## src/rtl/clkctrl_pkg.sv

```systemverilog
// clkctrl_pkg: shared constants for the single-clock PHI2 controller.
// Holds the FSM state encoding, the default parameter values and a helper
// that turns a divide select into the resulting clkout period in hsclk cycles.
package clkctrl_pkg;

   localparam int DEFAULT_DIV_W       = 2;
   localparam int DEFAULT_SYNC_STAGES = 2;

   typedef logic [1:0] state_t;

   localparam state_t ST_LS    = 2'd0;
   localparam state_t ST_HS    = 2'd1;
   localparam state_t ST_HS2LS = 2'd2;

   // Full clkout period, in hsclk_in cycles, for a given divide select.
   function automatic int div_ratio(input int sel);
      return 2 * (sel + 1);
   endfunction

endpackage

```

## src/rtl/clkctrl_sync_sync_bits.sv

```systemverilog
// sync_bits: STAGES-deep single-bit synchroniser with synchronous reset.
// Brings the host low-speed clock into the hsclk_in domain as plain data.
module sync_bits
   import clkctrl_pkg::*;
#(
   parameter int STAGES = DEFAULT_SYNC_STAGES
) (
   input  logic clk,
   input  logic rst,
   input  logic d_in,
   output logic d_out
);

   logic [STAGES-1:0] sync_q;
   logic [STAGES-1:0] sync_d;

   // Shift the asynchronous input one stage deeper every cycle.
   always_comb begin
      sync_d = {sync_q[STAGES-2:0], d_in};
   end

   // Synchroniser flops, cleared by the synchronous reset.
   always_ff @(posedge clk) begin
      if (rst) begin
         sync_q <= '0;
      end else begin
         sync_q <= sync_d;
      end
   end

   assign d_out = sync_q[STAGES-1];

endmodule

```

## src/rtl/clkctrl_sync.sv

```systemverilog
// clkctrl_sync: generates the 65816 PHI2 clock from hsclk_in, either by
// programmable division or by tracking a synchronised lsclk_in. Source
// switches only happen while clkout is high so no phase is ever shortened.
// Optional feature macro: CLKCTRL_RDY_ON_CLKSW_EN (rdy drops during a switch).
module clkctrl_sync
   import clkctrl_pkg::*;
#(
   parameter int DIV_W       = DEFAULT_DIV_W,
   parameter int SYNC_STAGES = DEFAULT_SYNC_STAGES
) (
   input  logic             hsclk_in,
   input  logic             rst,
   input  logic             lsclk_in,
   input  logic             hsclk_sel,
   input  logic [DIV_W-1:0] cpuclk_div_sel,
   output logic             clkout,
   output logic             clk_rise,
   output logic             clk_fall,
   output logic             hsclk_selected,
   output logic             lsclk_selected,
   output logic             rdy
);

   logic             ls_s;
   logic             ls_p_q, ls_p_d;
   logic             ls_rise, ls_fall;
   state_t           state_q, state_d;
   logic [DIV_W-1:0] cnt_q, cnt_d;
   logic [DIV_W-1:0] div_sel_q, div_sel_d;
   logic             clkout_q, clkout_d;
   logic             clk_rise_q, clk_rise_d;
   logic             clk_fall_q, clk_fall_d;

   sync_bits #(
      .STAGES(SYNC_STAGES)
   ) u_ls_sync (
      .clk  (hsclk_in),
      .rst  (rst),
      .d_in (lsclk_in),
      .d_out(ls_s)
   );

   // Edge detection on the synchronised low-speed clock.
   always_comb begin
      ls_p_d  = ls_s;
      ls_rise = ls_s & ~ls_p_q;
      ls_fall = ~ls_s & ls_p_q;
   end

   // Source-selection FSM: LS tracking, HS division, and the HS2LS stretch.
   always_comb begin
      state_d   = state_q;
      cnt_d     = cnt_q;
      div_sel_d = div_sel_q;
      clkout_d  = clkout_q;
      case (state_q)
         ST_LS: begin
            clkout_d = ls_s;
            if (ls_rise && hsclk_sel) begin
               clkout_d  = 1'b1;
               cnt_d     = '0;
               div_sel_d = cpuclk_div_sel;
               state_d   = ST_HS;
            end
         end
         ST_HS: begin
            if (cnt_q != div_sel_q) begin
               cnt_d = cnt_q + DIV_W'(1);
            end else begin
               cnt_d     = '0;
               div_sel_d = cpuclk_div_sel;
               if (clkout_q && !hsclk_sel) begin
                  state_d = ST_HS2LS;
               end else begin
                  clkout_d = ~clkout_q;
               end
            end
         end
         ST_HS2LS: begin
            clkout_d = 1'b1;
            if (ls_fall) begin
               clkout_d = 1'b0;
               state_d  = ST_LS;
            end else if (hsclk_sel) begin
               cnt_d     = '0;
               div_sel_d = cpuclk_div_sel;
               state_d   = ST_HS;
            end
         end
         default: begin
            state_d  = ST_LS;
            cnt_d    = '0;
            clkout_d = 1'b0;
         end
      endcase
   end

   // Phase-edge strobes line up with the first cycle of each new clkout level.
   always_comb begin
      clk_rise_d = clkout_d & ~clkout_q;
      clk_fall_d = ~clkout_d & clkout_q;
   end

   // State and output registers with synchronous reset.
   always_ff @(posedge hsclk_in) begin
      if (rst) begin
         state_q    <= ST_LS;
         cnt_q      <= '0;
         div_sel_q  <= '0;
         clkout_q   <= 1'b0;
         clk_rise_q <= 1'b0;
         clk_fall_q <= 1'b0;
         ls_p_q     <= 1'b0;
      end else begin
         state_q    <= state_d;
         cnt_q      <= cnt_d;
         div_sel_q  <= div_sel_d;
         clkout_q   <= clkout_d;
         clk_rise_q <= clk_rise_d;
         clk_fall_q <= clk_fall_d;
         ls_p_q     <= ls_p_d;
      end
   end

   assign clkout         = clkout_q;
   assign clk_rise       = clk_rise_q;
   assign clk_fall       = clk_fall_q;
   assign hsclk_selected = (state_q == ST_HS);
   assign lsclk_selected = (state_q == ST_LS);

`ifdef CLKCTRL_RDY_ON_CLKSW_EN
   assign rdy = hsclk_sel ? (state_q == ST_HS) : (state_q == ST_LS);
`else
   assign rdy = 1'b1;
`endif

endmodule

```

## config.mk

```make
export PLATFORM = sky130hd
export DESIGN_NAME = clkctrl_sync
export DESIGN_NICKNAME = d
export VERILOG_FILES = /design/src/rtl/clkctrl_pkg.sv /design/src/rtl/clkctrl_sync_sync_bits.sv /design/src/rtl/clkctrl_sync.sv
export SDC_FILE = /design/constraint.sdc
export NUM_CORES = 1
export LEC_CHECK = 0
export ABC_AREA = 1
export BUFFER_PORTS_ARGS = -buffer_cell sky130_fd_sc_hd__buf_2
export CORE_MARGIN = 2
export CORE_UTILIZATION = 40
export DETAILED_ROUTE_END_ITERATION = 8
export GPL_ROUTABILITY_DRIVEN = 0
export PLACE_DENSITY = 0.66
export SLEW_MARGIN = 20
export SYNTH_ARGS = -nofsm -noshare
export SYNTH_HDL_FRONTEND = slang
export SYNTH_SLANG_ARGS = --single-unit
```

## constraint.sdc

```tcl
create_clock -name hsclk_in -period 1.35 [get_ports hsclk_in]
set_input_delay 0.135 -clock hsclk_in [delete_from_list [all_inputs] [get_ports hsclk_in]]
set_output_delay 0.135 -clock hsclk_in [all_outputs]
set_load 0.01 [all_outputs]
```

==> metrics.md <==
| Metric | Value |
|---|---|
| Vias in the first global route | `502` |
| Post-synthesis cell count | `96` |
| Die area | `1920 sq um` |
| DR pass1 iterations | `4` |
| Sw frac | `0.263` |
| Remaining DRCs | `0` |
| I/O pins | `12` |
| Highest clock rate | `831 MHz` |
| Dpl hpwl | `936 microns` |
| CTS tree | `built` |
| Initial Util | `0.425` |
| Cell variety after synth | `20` |
| Hold_sp | `lsclk_in` |
| Yosys top cell area share | `0.379` |
| Setup Skew | `0.00152 ns` |
| Clock Path Buffers | `2` |
| Status | `finished, final reports clean` |
| Final hold violations | `0` |
| Worst setup path class | `register to primary output` |
| GR peak layer | `met2` |
| Slew Viols, Final | `0` |
| Area leader, netlist | `dfxtp_1` |
| Flop pwr share | `0.491` |
| Avg Vias per Cell | `4.69` |
| CP Max Fanout | `7` |
| Endpoints failing setup | `0` |
| Post-cts sizing count | `0` |
| Hold Crit Class | `input port to register` |
| # rows | `14` |
| Max Cap Viol | `0` |
| Worst skew pair latency | `0.28 ns` |
| CTS buffer count | `3` |
| Number of port buffers | `10` |
| GR Util met2 | `0.218` |
| Number of post-CTS setup repair buffers | `0` |
| Die H | `43.8 microns` |
| Syn Std Cell Area | `633 sq um` |
| Clock share of power | `0.382` |
| Met1 usage | `0.189` |
| Final global-route overflow total | `0` |
| Non-filler cells, final | `124` |
| Fraction of the mapped netlist area in adder cells | `0` |
| Synth warnings | `0` |
| Commonest cells after routing, fill and taps aside | `nand2_1 (28), inv_1 (13), dfxtp_1 (12)` |
| Number of clock sinks | `12` |
| Placed insts | `120` |
| Fill cells | `145` |
| Die Width | `43.8 microns` |
| Largest net degree at the start of global routing | `9` |
| Layout net count | `115` |
| Max IR drop VDD | `618 uV` |
| XOR/XNOR share of the synthesized area | `0.0138` |
| Crit path launch type | `register` |
| Period minus WS final | `1.20 ns` |
| Synth Area in Simple Gates | `0.407` |
| Number of hold buffers added after cts | `0` |
| Largest family of logic cells by synthesized area | `simple AND/OR/NAND/NOR gates` |
| Lkg Pwr | `0.355 nW` |
| Routed vias | `582` |
| First-pass GRT wire length | `2.07 mm` |
| Number of inserted diodes | `0` |
| Fin Setup TNS | `0 ns` |
| Hold slack | `0.0569 ns` |
| Net Count, Synth | `102` |
| P per Cell Area | `1060 nW/um^2` |
| Reg-to-reg critical path startpoint | `cnt_q[0]$_SDFFE_PP0P_` |
| Grt met3 use | `0.0292` |
| Top post-synthesis cells by area | `dfxtp_1 (38%), nand2_1 (17%), inv_1 (7.7%)` |
| Power Total | `772 uW` |
| Comb power frac | `0.128` |
| Synth Area in Compound Gates | `0.0810` |
| Core box area | `1490 sq um` |
| Mux cell area share after synthesis | `0` |
| Commonest non-fill, non-tap cell in the layout | `nand2_1` |
| WP data required | `1.22 ns` |
| WP data arrival | `1.07 ns` |
| Area grow syn2layout | `15.0%` |
| Period utilization | `0.891` |
| Root Buffer | `clkbuf_4` |
| Share of layout cells above drive strength 1 | `0.231` |
| Wire per inst | `9.63 microns` |
| Mapped Avg Cell Area | `6.59 sq um` |
| FF+latch count, synth | `12` |
| Initial antenna violation count | `0` |
| Wirelength, routed | `1.19 mm` |
| Routed Antenna Nets | `0` |
| RSZ-0062 raised after global routing | `no` |
| Sequential-to-total area share from yosys stat | `0.379` |
| GRT Util Overall | `0.145` |
| Worst-path clk slew | `0.08 ns` |
| P_int | `569 uW` |
| Crit. Startpoint | `state_q[0]$_SDFFE_PP0P_` |
| Initial DRC count | `16` |
| H-tree Lvls | `1` |
| NetSw | `203 uW` |
| Worst setup EP type | `primary output` |
==> cell families (layout without fill, tap and decap cells) <==
family | Yosys count | in the layout
AO/OA/AOI/OAI | 8 | 8
AND/OR/NAND/NOR | 56 | 56
other | 1 | 1
flip-flops | 12 | 12
XOR/XNOR | 1 | 1
buffers and inverters | 18 | 30
==> area by class of cell <==
class                   instances  area, sq um  area share
inverters                      16         60.1      0.0825
well taps                      16         20.0      0.0275
clock buffers                   4         36.3      0.0498
repair buffers                 10         50.0      0.0687
flip-flops and latches         12          240       0.330
multi-input cells              66          322       0.442
==> through the flow <==
step / setup WS (ns) / util / cell area, sq um
4_1_cts: 0.139 / 0.489 / 728
3_3_place_gp: 0.214 / 0.465 / 692
3_5_place_dp: 0.183 / 0.465 / 692
5_1_grt: 0.0344 / 0.489 / 728
6_report: 0.147 / 0.489 / 728
2_1_floorplan: 0.304 / - / 633
==> layer usage <==
layer / part of all wire / vias to the layer above / wire, microns
met5: 0 / - / 0
met1: 0.50 / 248 / 593
met4: 0.0092 / 0 / 11
li1: - / 317 / -
met2: 0.45 / 15 / 535
met3: 0.045 / 2 / 54
==> power by group through the flow <==
stage               sequential, mW  combinational [mW]  clock (mW)
global placement             0.387              0.0985           0
global route                 0.381               0.114       0.319
finish                       0.379              0.0988       0.295
CTS                          0.379              0.0998       0.300
floorplan                    0.387              0.0743           0
detailed placement           0.387              0.0994           0
==> registers in the layout, indices dropped and copies added (netlist names) <==
signal            cells
clkout                1
ls_p_q                1
u_ls_sync.sync_q      2
state_q               2
div_sel_q             2
clk_fall              1
cnt_q                 2
clk_rise              1
==> synth_stat cells (all sizes together) <==
cell    number
nand2       32
xor2         1
nand3b       2
o21a         1
a21boi       1
nor3         1
nor2        13
o211ai       1
a21oi        5
conb         1
clkbuf       1
buf          1
nand4        1
dfxtp       12
nand3        7
inv         16
==> path summary, 6_finish.rpt <==
| kind | to | slack, ns | depth (start not counted) |
|---|---|---|---|
| max | hsclk_selected | 0.15 | 3 |
| min | u_ls_sync.sync_q[0]$_SDFF_PP0_ | 0.06 | 3 |
| max reg2reg | state_q[0]$_SDFFE_PP0P_ | 0.19 | 6 |
| min reg2reg | u_ls_sync.sync_q[1]$_SDFF_PP0_ | 0.41 | 2 |
==> critical path, cell delays in order, from the launching register on <==
cell and delay, ns:
dfxtp_1 0.36, inv_2 0.09, nor2_4 0.17, buf_2 0.17
No activity file was read; power rests on OpenSTA's default activity.
